## src/rtl/uart_tx_ctrl_pkg.sv

```systemverilog
// Shared UART definitions: transmitter state encoding and framing defaults
// common to the transmitter and its 16x-oversampled receiver.
package uart_tx_ctrl_pkg;

    localparam int OVERSAMPLE_DEF = 16;
    localparam int DATA_BITS_DEF  = 8;

    typedef enum logic [2:0] {
        ST_IDLE   = 3'd0,
        ST_START  = 3'd1,
        ST_DATA   = 3'd2,
        ST_PARITY = 3'd3,
        ST_STOP   = 3'd4,
        ST_GUARD  = 3'd5
    } tx_state_e;

endpackage

```

## src/rtl/uart_tx_ctrl_if.sv

```systemverilog
// Byte handshake between the TX byte source (master) and the UART transmitter (slave).
interface uart_tx_ctrl_if
    import uart_tx_ctrl_pkg::*;
#(
    parameter int DATA_BITS = DATA_BITS_DEF
);
    logic                 tx_valid;
    logic [DATA_BITS-1:0] tx_data;
    logic                 tx_ready;

    modport master (output tx_valid, output tx_data, input tx_ready);
    modport slave  (input tx_valid, input tx_data, output tx_ready);
endinterface

```

## src/rtl/uart_tx_ctrl.sv

```systemverilog
// UART transmitter with nack-driven resend: start, data LSB first, parity slot,
// stop, then a guard window in which the receiver may request a resend.
module uart_tx_ctrl
    import uart_tx_ctrl_pkg::*;
#(
    parameter int OVERSAMPLE = OVERSAMPLE_DEF,
    parameter int DATA_BITS  = DATA_BITS_DEF,
    parameter int GUARD_BITS = 1,
    parameter int MAX_RETRY  = 3
) (
    input  logic           clk,
    input  logic           areset,
    input  logic           tick16,
    input  logic           par_en,
    input  logic           nack,
    uart_tx_ctrl_if.slave  src,
    output logic           txd,
    output logic           busy,
    output logic           done,
    output logic           fail
);

    localparam int SC_W   = (OVERSAMPLE > 1) ? $clog2(OVERSAMPLE) : 1;
    localparam int BC_MAX = (DATA_BITS > GUARD_BITS) ? DATA_BITS : GUARD_BITS;
    localparam int BC_W   = $clog2(BC_MAX) + 1;
    localparam int RT_W   = (MAX_RETRY > 0) ? $clog2(MAX_RETRY + 1) : 1;

    localparam logic [SC_W-1:0] SC_LAST = SC_W'(OVERSAMPLE - 1);
    localparam logic [BC_W-1:0] DB_LAST = BC_W'(DATA_BITS - 1);
    localparam logic [BC_W-1:0] GB_LAST = BC_W'(GUARD_BITS - 1);
    localparam logic [RT_W-1:0] RT_MAX  = RT_W'(MAX_RETRY);

    tx_state_e            state_q,     state_d;
    logic [SC_W-1:0]      s_cnt_q,     s_cnt_d;
    logic [BC_W-1:0]      b_cnt_q,     b_cnt_d;
    logic [DATA_BITS-1:0] shift_q,     shift_d;
    logic [DATA_BITS-1:0] hold_q,      hold_d;
    logic                 par_en_q,    par_en_d;
    logic                 parity_q,    parity_d;
    logic [RT_W-1:0]      retry_q,     retry_d;
    logic                 nack_seen_q, nack_seen_d;
    logic                 tx_ready_q,  tx_ready_d;
    logic                 txd_q,       txd_d;
    logic                 busy_q,      busy_d;
    logic                 done_q,      done_d;
    logic                 fail_q,      fail_d;
    logic                 bit_end;

    always_ff @(posedge clk or posedge areset) begin
        if (areset) begin
            state_q     <= ST_IDLE;
            s_cnt_q     <= '0;
            b_cnt_q     <= '0;
            shift_q     <= '0;
            hold_q      <= '0;
            par_en_q    <= 1'b0;
            parity_q    <= 1'b0;
            retry_q     <= '0;
            nack_seen_q <= 1'b0;
            tx_ready_q  <= 1'b1;
            txd_q       <= 1'b1;
            busy_q      <= 1'b0;
            done_q      <= 1'b0;
            fail_q      <= 1'b0;
        end else begin
            state_q     <= state_d;
            s_cnt_q     <= s_cnt_d;
            b_cnt_q     <= b_cnt_d;
            shift_q     <= shift_d;
            hold_q      <= hold_d;
            par_en_q    <= par_en_d;
            parity_q    <= parity_d;
            retry_q     <= retry_d;
            nack_seen_q <= nack_seen_d;
            tx_ready_q  <= tx_ready_d;
            txd_q       <= txd_d;
            busy_q      <= busy_d;
            done_q      <= done_d;
            fail_q      <= fail_d;
        end
    end

    always_comb begin
        state_d     = state_q;
        s_cnt_d     = s_cnt_q;
        b_cnt_d     = b_cnt_q;
        shift_d     = shift_q;
        hold_d      = hold_q;
        par_en_d    = par_en_q;
        parity_d    = parity_q;
        retry_d     = retry_q;
        nack_seen_d = nack_seen_q;
        tx_ready_d  = tx_ready_q;
        done_d      = 1'b0;
        fail_d      = 1'b0;
        bit_end     = tick16 && (s_cnt_q == SC_LAST);

        // Bit-period counter only advances while a frame is on the line.
        if (state_q != ST_IDLE && tick16) begin
            s_cnt_d = bit_end ? '0 : s_cnt_q + SC_W'(1);
        end

        if ((state_q == ST_STOP || state_q == ST_GUARD) && nack) begin
            nack_seen_d = 1'b1;
        end

        case (state_q)
            ST_IDLE: begin
                s_cnt_d = '0;
                b_cnt_d = '0;
                if (src.tx_valid && tx_ready_q) begin
                    hold_d      = src.tx_data;
                    shift_d     = src.tx_data;
                    par_en_d    = par_en;
                    parity_d    = ^src.tx_data;
                    retry_d     = '0;
                    nack_seen_d = 1'b0;
                    tx_ready_d  = 1'b0;
                    state_d     = ST_START;
                end
            end
            ST_START: begin
                if (bit_end) begin
                    b_cnt_d = '0;
                    state_d = ST_DATA;
                end
            end
            ST_DATA: begin
                if (bit_end) begin
                    shift_d = shift_q >> 1;
                    if (b_cnt_q == DB_LAST) begin
                        b_cnt_d = '0;
                        state_d = ST_PARITY;
                    end else begin
                        b_cnt_d = b_cnt_q + BC_W'(1);
                    end
                end
            end
            ST_PARITY: begin
                if (bit_end) begin
                    state_d = ST_STOP;
                end
            end
            ST_STOP: begin
                if (bit_end) begin
                    b_cnt_d = '0;
                    state_d = ST_GUARD;
                end
            end
            ST_GUARD: begin
                if (bit_end) begin
                    if (b_cnt_q == GB_LAST) begin
                        b_cnt_d = '0;
                        // A nack arriving on the final guard tick still counts.
                        if (nack_seen_d && retry_q < RT_MAX) begin
                            retry_d     = retry_q + RT_W'(1);
                            shift_d     = hold_q;
                            nack_seen_d = 1'b0;
                            state_d     = ST_START;
                        end else begin
                            fail_d     = nack_seen_d;
                            done_d     = ~nack_seen_d;
                            tx_ready_d = 1'b1;
                            state_d    = ST_IDLE;
                        end
                    end else begin
                        b_cnt_d = b_cnt_q + BC_W'(1);
                    end
                end
            end
            default: begin
                tx_ready_d = 1'b1;
                state_d    = ST_IDLE;
            end
        endcase

        // Line level is registered from the next state so txd never glitches.
        case (state_d)
            ST_START:  txd_d = 1'b0;
            ST_DATA:   txd_d = shift_d[0];
            ST_PARITY: txd_d = par_en_q ? parity_q : 1'b1;
            default:   txd_d = 1'b1;
        endcase
        busy_d = (state_d != ST_IDLE);
    end

    assign src.tx_ready = tx_ready_q;
    assign txd          = txd_q;
    assign busy         = busy_q;
    assign done         = done_q;
    assign fail         = fail_q;

endmodule

```

## src/flat_wrapper.sv

```systemverilog
// flat-port wrapper written by rule: the top's interface ports become plain ports
module uart_tx_ctrl_flat import uart_tx_ctrl_pkg::*;
#(
    parameter int OVERSAMPLE = OVERSAMPLE_DEF,
    parameter int DATA_BITS  = DATA_BITS_DEF,
    parameter int GUARD_BITS = 1,
    parameter int MAX_RETRY  = 3
)
  (clk, areset, tick16, par_en, nack, txd, busy, done, fail, src_tx_valid, src_tx_data, src_tx_ready);
  uart_tx_ctrl_if #(.DATA_BITS(DATA_BITS)) src_i ();
  input  logic clk;
  input  logic areset;
  input  logic tick16;
  input  logic par_en;
  input  logic nack;
  output logic txd;
  output logic busy;
  output logic done;
  output logic fail;
  input wire logic [$bits(src_i.tx_valid)-1:0] src_tx_valid;
  input wire logic [$bits(src_i.tx_data)-1:0] src_tx_data;
  output wire logic [$bits(src_i.tx_ready)-1:0] src_tx_ready;
  assign src_i.tx_valid = src_tx_valid;
  assign src_i.tx_data = src_tx_data;
  assign src_tx_ready = src_i.tx_ready;
  uart_tx_ctrl #(.OVERSAMPLE(OVERSAMPLE), .DATA_BITS(DATA_BITS), .GUARD_BITS(GUARD_BITS), .MAX_RETRY(MAX_RETRY)) u_core (.clk(clk), .areset(areset), .tick16(tick16), .par_en(par_en), .nack(nack), .src(src_i), .txd(txd), .busy(busy), .done(done), .fail(fail));
endmodule
```

## config.mk

```make
export PLATFORM = sky130hd
export DESIGN_NAME = uart_tx_ctrl_flat
export DESIGN_NICKNAME = d
export VERILOG_FILES = /design/src/rtl/uart_tx_ctrl_pkg.sv /design/src/rtl/uart_tx_ctrl_if.sv /design/src/rtl/uart_tx_ctrl.sv /design/src/flat_wrapper.sv
export SDC_FILE = /design/constraint.sdc
export NUM_CORES = 1
export LEC_CHECK = 0
export ABC_AREA = 1
export CAP_MARGIN = 10
export CORE_MARGIN = 2
export CORE_UTILIZATION = 50
export DETAILED_ROUTE_END_ITERATION = 6
export GPL_TIMING_DRIVEN = 0
export PLACE_DENSITY = 0.72
export SLEW_MARGIN = 20
export SYNTH_ARGS = -nofsm -noshare
export SYNTH_HDL_FRONTEND = slang
export SYNTH_SLANG_ARGS = --single-unit
```

## constraint.sdc

```tcl
create_clock -name clk -period 2 [get_ports clk]
set_input_delay 0.3 -clock clk [delete_from_list [all_inputs] [get_ports clk]]
set_output_delay 0.3 -clock clk [all_outputs]
set_load 0.02 [all_outputs]
```

# == Word-level counts from Yosys, hierarchy flattened ==
# Index checks and enable logic that the tools add are counted.
# word_totals
input_bits,14
reg_bits,37
output_inout_bits,5
elab_cells,110
# classes
reduce_logical,22
add_sub_neg,3
n_bitwise,2
magnitude_cmp,1
muxes,50
eq_ne,17
# ops
op,count
$mux W8,5
$mux W4,8
$mux W3,8
$pmux W8 S3,1
$mux W1,18
$pmux W3 S6,1
$pmux W4 S4,1
$eq A3 B2 Y1 const B,4
$reduce_and A5 Y1,2
$reduce_bool A3 Y1,3
$add A4 B1 Y4 const B,2
$mux W2,4
$ne A2 B1 Y1 const B,4
$reduce_xor A8 Y1,1
$eq A3 B1 Y1 const B,2
$eq A3 B3 Y1 const B,2
$ne A2 B2 Y1 const B,3
$pmux W1 S3,2
$reduce_and A6 Y1,1
$logic_and A1 B1 Y1,5
$eq A4 B3 Y1 const B,1
$eq A4 B4 Y1 const B,1
$logic_not A4 Y1,1
$pmux W2 S2,1
12 further kinds,14

# == Longest topological paths before layout ==
# depth
word_depth,11
mapped_depth,12
mapped_depth_nobuf,12

# == Worst setup path before layout ==
# No wires, ideal clock.
# synth_path
path_kind,register to register
startpoint,reg u_core.b_cnt_q[0]
endpoint,reg u_core.shift_q[3]
arrival_ps,1516
setup_time_ps,120
path_buffers,1
slack_ps,364
stages_incl_launch_ff,13
synth_period_minus_slack_ps,1636
t_required_ps,1880
path_cell_list,dfrtp_1 -> inv_1 -> ha_1 -> nand2_1 -> nor2_1 -> nand2_4 -> nand2_4 -> nand2_2 -> nor2_4 -> buf_6 -> nand4_1 -> o21ai_0 -> inv_1
# synth_between
elab_chain_cells,3
# synth_lines
item,line,text
start: declaration,uart_tx_ctrl.sv:35,"logic [BC_W-1:0] b_cnt_q, b_cnt_d;"
start signal: assignment,uart_tx_ctrl.sv:68,b_cnt_q <= b_cnt_d;
$logic_not A4 Y1,uart_tx_ctrl.sv:152,if (b_cnt_q == GB_LAST) begin
$ne A2 B2 Y1 (no source line),-,
$reduce_and A6 Y1 (no source line),-,
end signal: assignment,uart_tx_ctrl.sv:69,shift_q <= shift_d;
end: declaration,uart_tx_ctrl.sv:36,"logic [DATA_BITS-1:0] shift_q, shift_d;"
# Every way passes these cells.
# A chain may end at the register's enable or synchronous reset.

# == Worst setup path in the final report ==
# Ends and elaborated chain as after synthesis.

==> impl_metrics.csv <==
group,metric,value,unit
die,die_h,66.9,um
timing,worst_pin_slew,0.475,ns
cts,ctsLongestPathBuffers,2,
synthesis,synthDistinctLibCells,31,
route,vias_per_cell,5.17,
global_route,grt_usage,20.5,%
setup_path,reg2reg_from,"u_core.b_cnt_q[0]$_DFFE_PP0P_",
route,wl_met2,1830,um
synthesis,yosysWarnings,0,
cts,cts_buffers,5,
setup_path,path_class,"register to register",
route,highest_layer,"met4",
setup_path,endpoint_kind,"register",
cts,cts_root_buf,"clkbuf_8",
synthesis,yosysSeqAreaShare,46.9,%
route,drtIter0Drc,95,
cells_and_area,design_area,2340,um2
timing,setup_viol,0,
setup_path,arrival,1.99,ns
run,maxCapViolCount,0,
route,drtAntennaViolNets,0,
placed_design,routabilityCongestion,0.861,
timing,max_freq,551,MHz
cells_and_area,finalNetCount,290,
cts,htreeDepth,2,
die,die_area,4480,um2
power,p_leak,1.14,nW
route,drc,0,
cts,cts.clk_slew.worst_paths,0.07,ns
die,fp.dieW,66.9,um
synthesis,ys_ff_latch,37,
global_route,grt_max_degree,35,
setup_path,path_max_fanout,10,
placed_design,place_hpwl,2880,um
die,core_area,3740,um2
synthesis,synth_cells,244,
die,rows,22,
cts,clk_latency,0.28,ns
cells_and_area,fill_cells,349,
global_route,first_global_vias,1641,
synthesis,synth_fp_nets,262,
synthesis,synthesis.area,1980,um2
power,vdd_drop_max,0.648,mV
global_route,gr-total-overflow,0,
cells_and_area,area_growth,18.3,%
synthesis,synthArstFlopShare,100,%
setup_path,startpoint,"u_core.b_cnt_q[0]$_DFFE_PP0P_",
route,met3_length,172,um
placed_design,place_area,2240,um2
timing,maxSlewHeadroom,68.4,%
setup_path,worstSetupStartpointType,"register",
die,io_pins,19,
global_route,antenna_found_initial,0,
route,routed_wl,3830,um
timing,fin_crit,1.82,ns
synthesis,synth_edf_count,0,
global_route,grt_pass1_wl,6980,um
setup_path,cp.required,2.17,ns
cts,cts_hold_buf,0,
cells_and_area,n_antenna_cell,0,
synthesis,syn_area_per_cell,8.12,um2
die,start_util,52.9,%
timing,worst_hold_slack,0.192,ns
timing,finalCritPeriodShare,90.8,%
route,wl_per_cell,11.9,um
timing,drv_slew,0,
placed_design,io_buffers,18,
synthesis,synth_ff_type,"dfrtp_1",
cts,cts_tree,"built",
power,power_density,1160,nW/um2
cts,cts_sinks,37,
route,vias,1659,
cells_and_area,drive_gt1_share,11.0,%
worst_hold_path,hp-class,"input port to asynchronous set/reset pin",
timing,finalHoldViolations,0,
route,met1_length,1790,um
timing,fin_skew,0.00562,ns
route,first_pass_iters,4,
status,outcome,"completed",
[worst max-delay path, cell delays in order, from the launching register on]
cell     delay, ns
dfrtp_1       0.40
inv_1         0.12
ha_1          0.18
nand2_1       0.07
nor2_2        0.20
nand2_4       0.08
nand2_4       0.10
nand2_2       0.08
nor2_4        0.09
buf_6         0.14
nand4_1       0.09
o21ai_0       0.10
inv_1         0.06
[what timing repair did]
item	in CTS	in global routing
buffers inserted	0	2
endpoints found under the setup margin	0	2
gates resized for setup	0	2
endpoints found under the hold margin	0	0
[synthesized netlist by cell type (2+ instances only)]
master    count  share of area [%]
o21ai_0      16                4.0
o22ai_1       2               0.63
dfstp_2       2                2.7
a31oi_1       2               0.63
nand2_1      77                 15
ha_1          4                2.5
nand3_1      17                4.3
dfrtp_1      35                 44
nand2_4       2                1.1
nand2_2       2               0.63
inv_2         2               0.38
o31ai_1       3                1.1
nor3_1        2               0.51
nor2_4        4                2.3
xor2_1        3                1.3
inv_1        24                4.5
nand3_2       2                1.0
xnor2_1       5                2.2
nand4_1       9                2.8
nor2_1       12                2.3
a21oi_1       7                1.8
nand3b_1      3                1.1
[layout make-up]
| cell class | instances | area (um2) | area share [%] |
|---|---|---|---|
| Buffer | 3 | 20.0 | 0.854 |
| Clock buffer | 8 | 80.1 | 3.42 |
| Inverter | 28 | 108 | 4.59 |
| Multi-Input combinational cell | 176 | 932 | 39.8 |
| Sequential cell | 37 | 928 | 39.6 |
| Tap cell | 48 | 60.1 | 2.56 |
| Timing Repair Buffer | 21 | 215 | 9.18 |
[layer usage]
metal  vias up  track usage, %
met4         0            5.36
met2        40            35.9
met5         -               0
met1       759            25.1
met3         6            5.07
li1        854               -
[cells by family after synthesis]
logic type               count (synthesis)  share of synthesized area, %
AO/OA/AOI/OAI                           32                          8.97
XOR/XNOR                                 8                          3.54
adder cells (fa/ha/maj)                  4                          2.53
buffers and inverters                   31                          6.44
flip-flops                              37                          46.9
AND/OR/NAND/NOR                        132                          31.6
[state kept, by name (all words and copies together), names as in the netlist, 2 cells and up]
| register | count |
|---|---|
| u_core.retry_q | 2 |
| u_core.s_cnt_q | 4 |
| u_core.shift_q | 8 |
| u_core.b_cnt_q | 4 |
| u_core.state_q | 3 |
| u_core.hold_q | 8 |
[power by group]
part | total, mW | switching, mW | internal (mW)
combinational | 1.05 | 0.631 | 0.414
clock | 0.497 | 0.249 | 0.248
sequential | 1.18 | 0.155 | 1.03
[worst paths after layout]
kind                                                      end  slack [ns]  cells past startpoint
worst min-delay path              u_core.par_en_q$_DFFE_PP0P_        0.19                      2
worst min register to register  u_core.retry_q[1]$_DFFE_PP0P_        0.48                      2
worst max-delay path            u_core.shift_q[3]$_DFFE_PP0P_        0.18                     12
max in group asynchronous                u_core.txd$_DFF_PP1_        1.36                      3
min in group clk                u_core.retry_q[1]$_DFFE_PP0P_        0.48                      2
worst max register to register  u_core.shift_q[3]$_DFFE_PP0P_        0.18                     12
[stage by stage]
stage / utilization [%] / cells / setup TNS [ns] / setup slack [ns] / total power [mW]
after floorplan: - / 244 / 0 / 0.364 / 1.95
after global placement: 59.3 / 310 / -0.317 / -0.0932 / 2.21
after detailed placement: 59.9 / 311 / -0.379 / -0.101 / 2.24
after CTS: 62.0 / 319 / 0 / 0.121 / 2.75
after global routing: 62.6 / 321 / -0.0282 / -0.0282 / 2.97
final: 62.6 / 321 / 0 / 0.185 / 2.73
[cell usage in the layout (no fill, tap or decap), types with 5 or more instances in the layout]
cell             synthesis  routed
nand3_1                 17      16
nand4_1                  9       9
nor2_1                  12      11
o21ai_0                 16      16
nand2_1                 77      77
a21oi_1                  7       7
clkbuf_8                 0       5
dfrtp_1                 35      35
xnor2_1                  5       5
inv_1                   24      23
clkdlybuf4s50_1          0      18
Note: power is estimated with default switching activity, not from simulation.
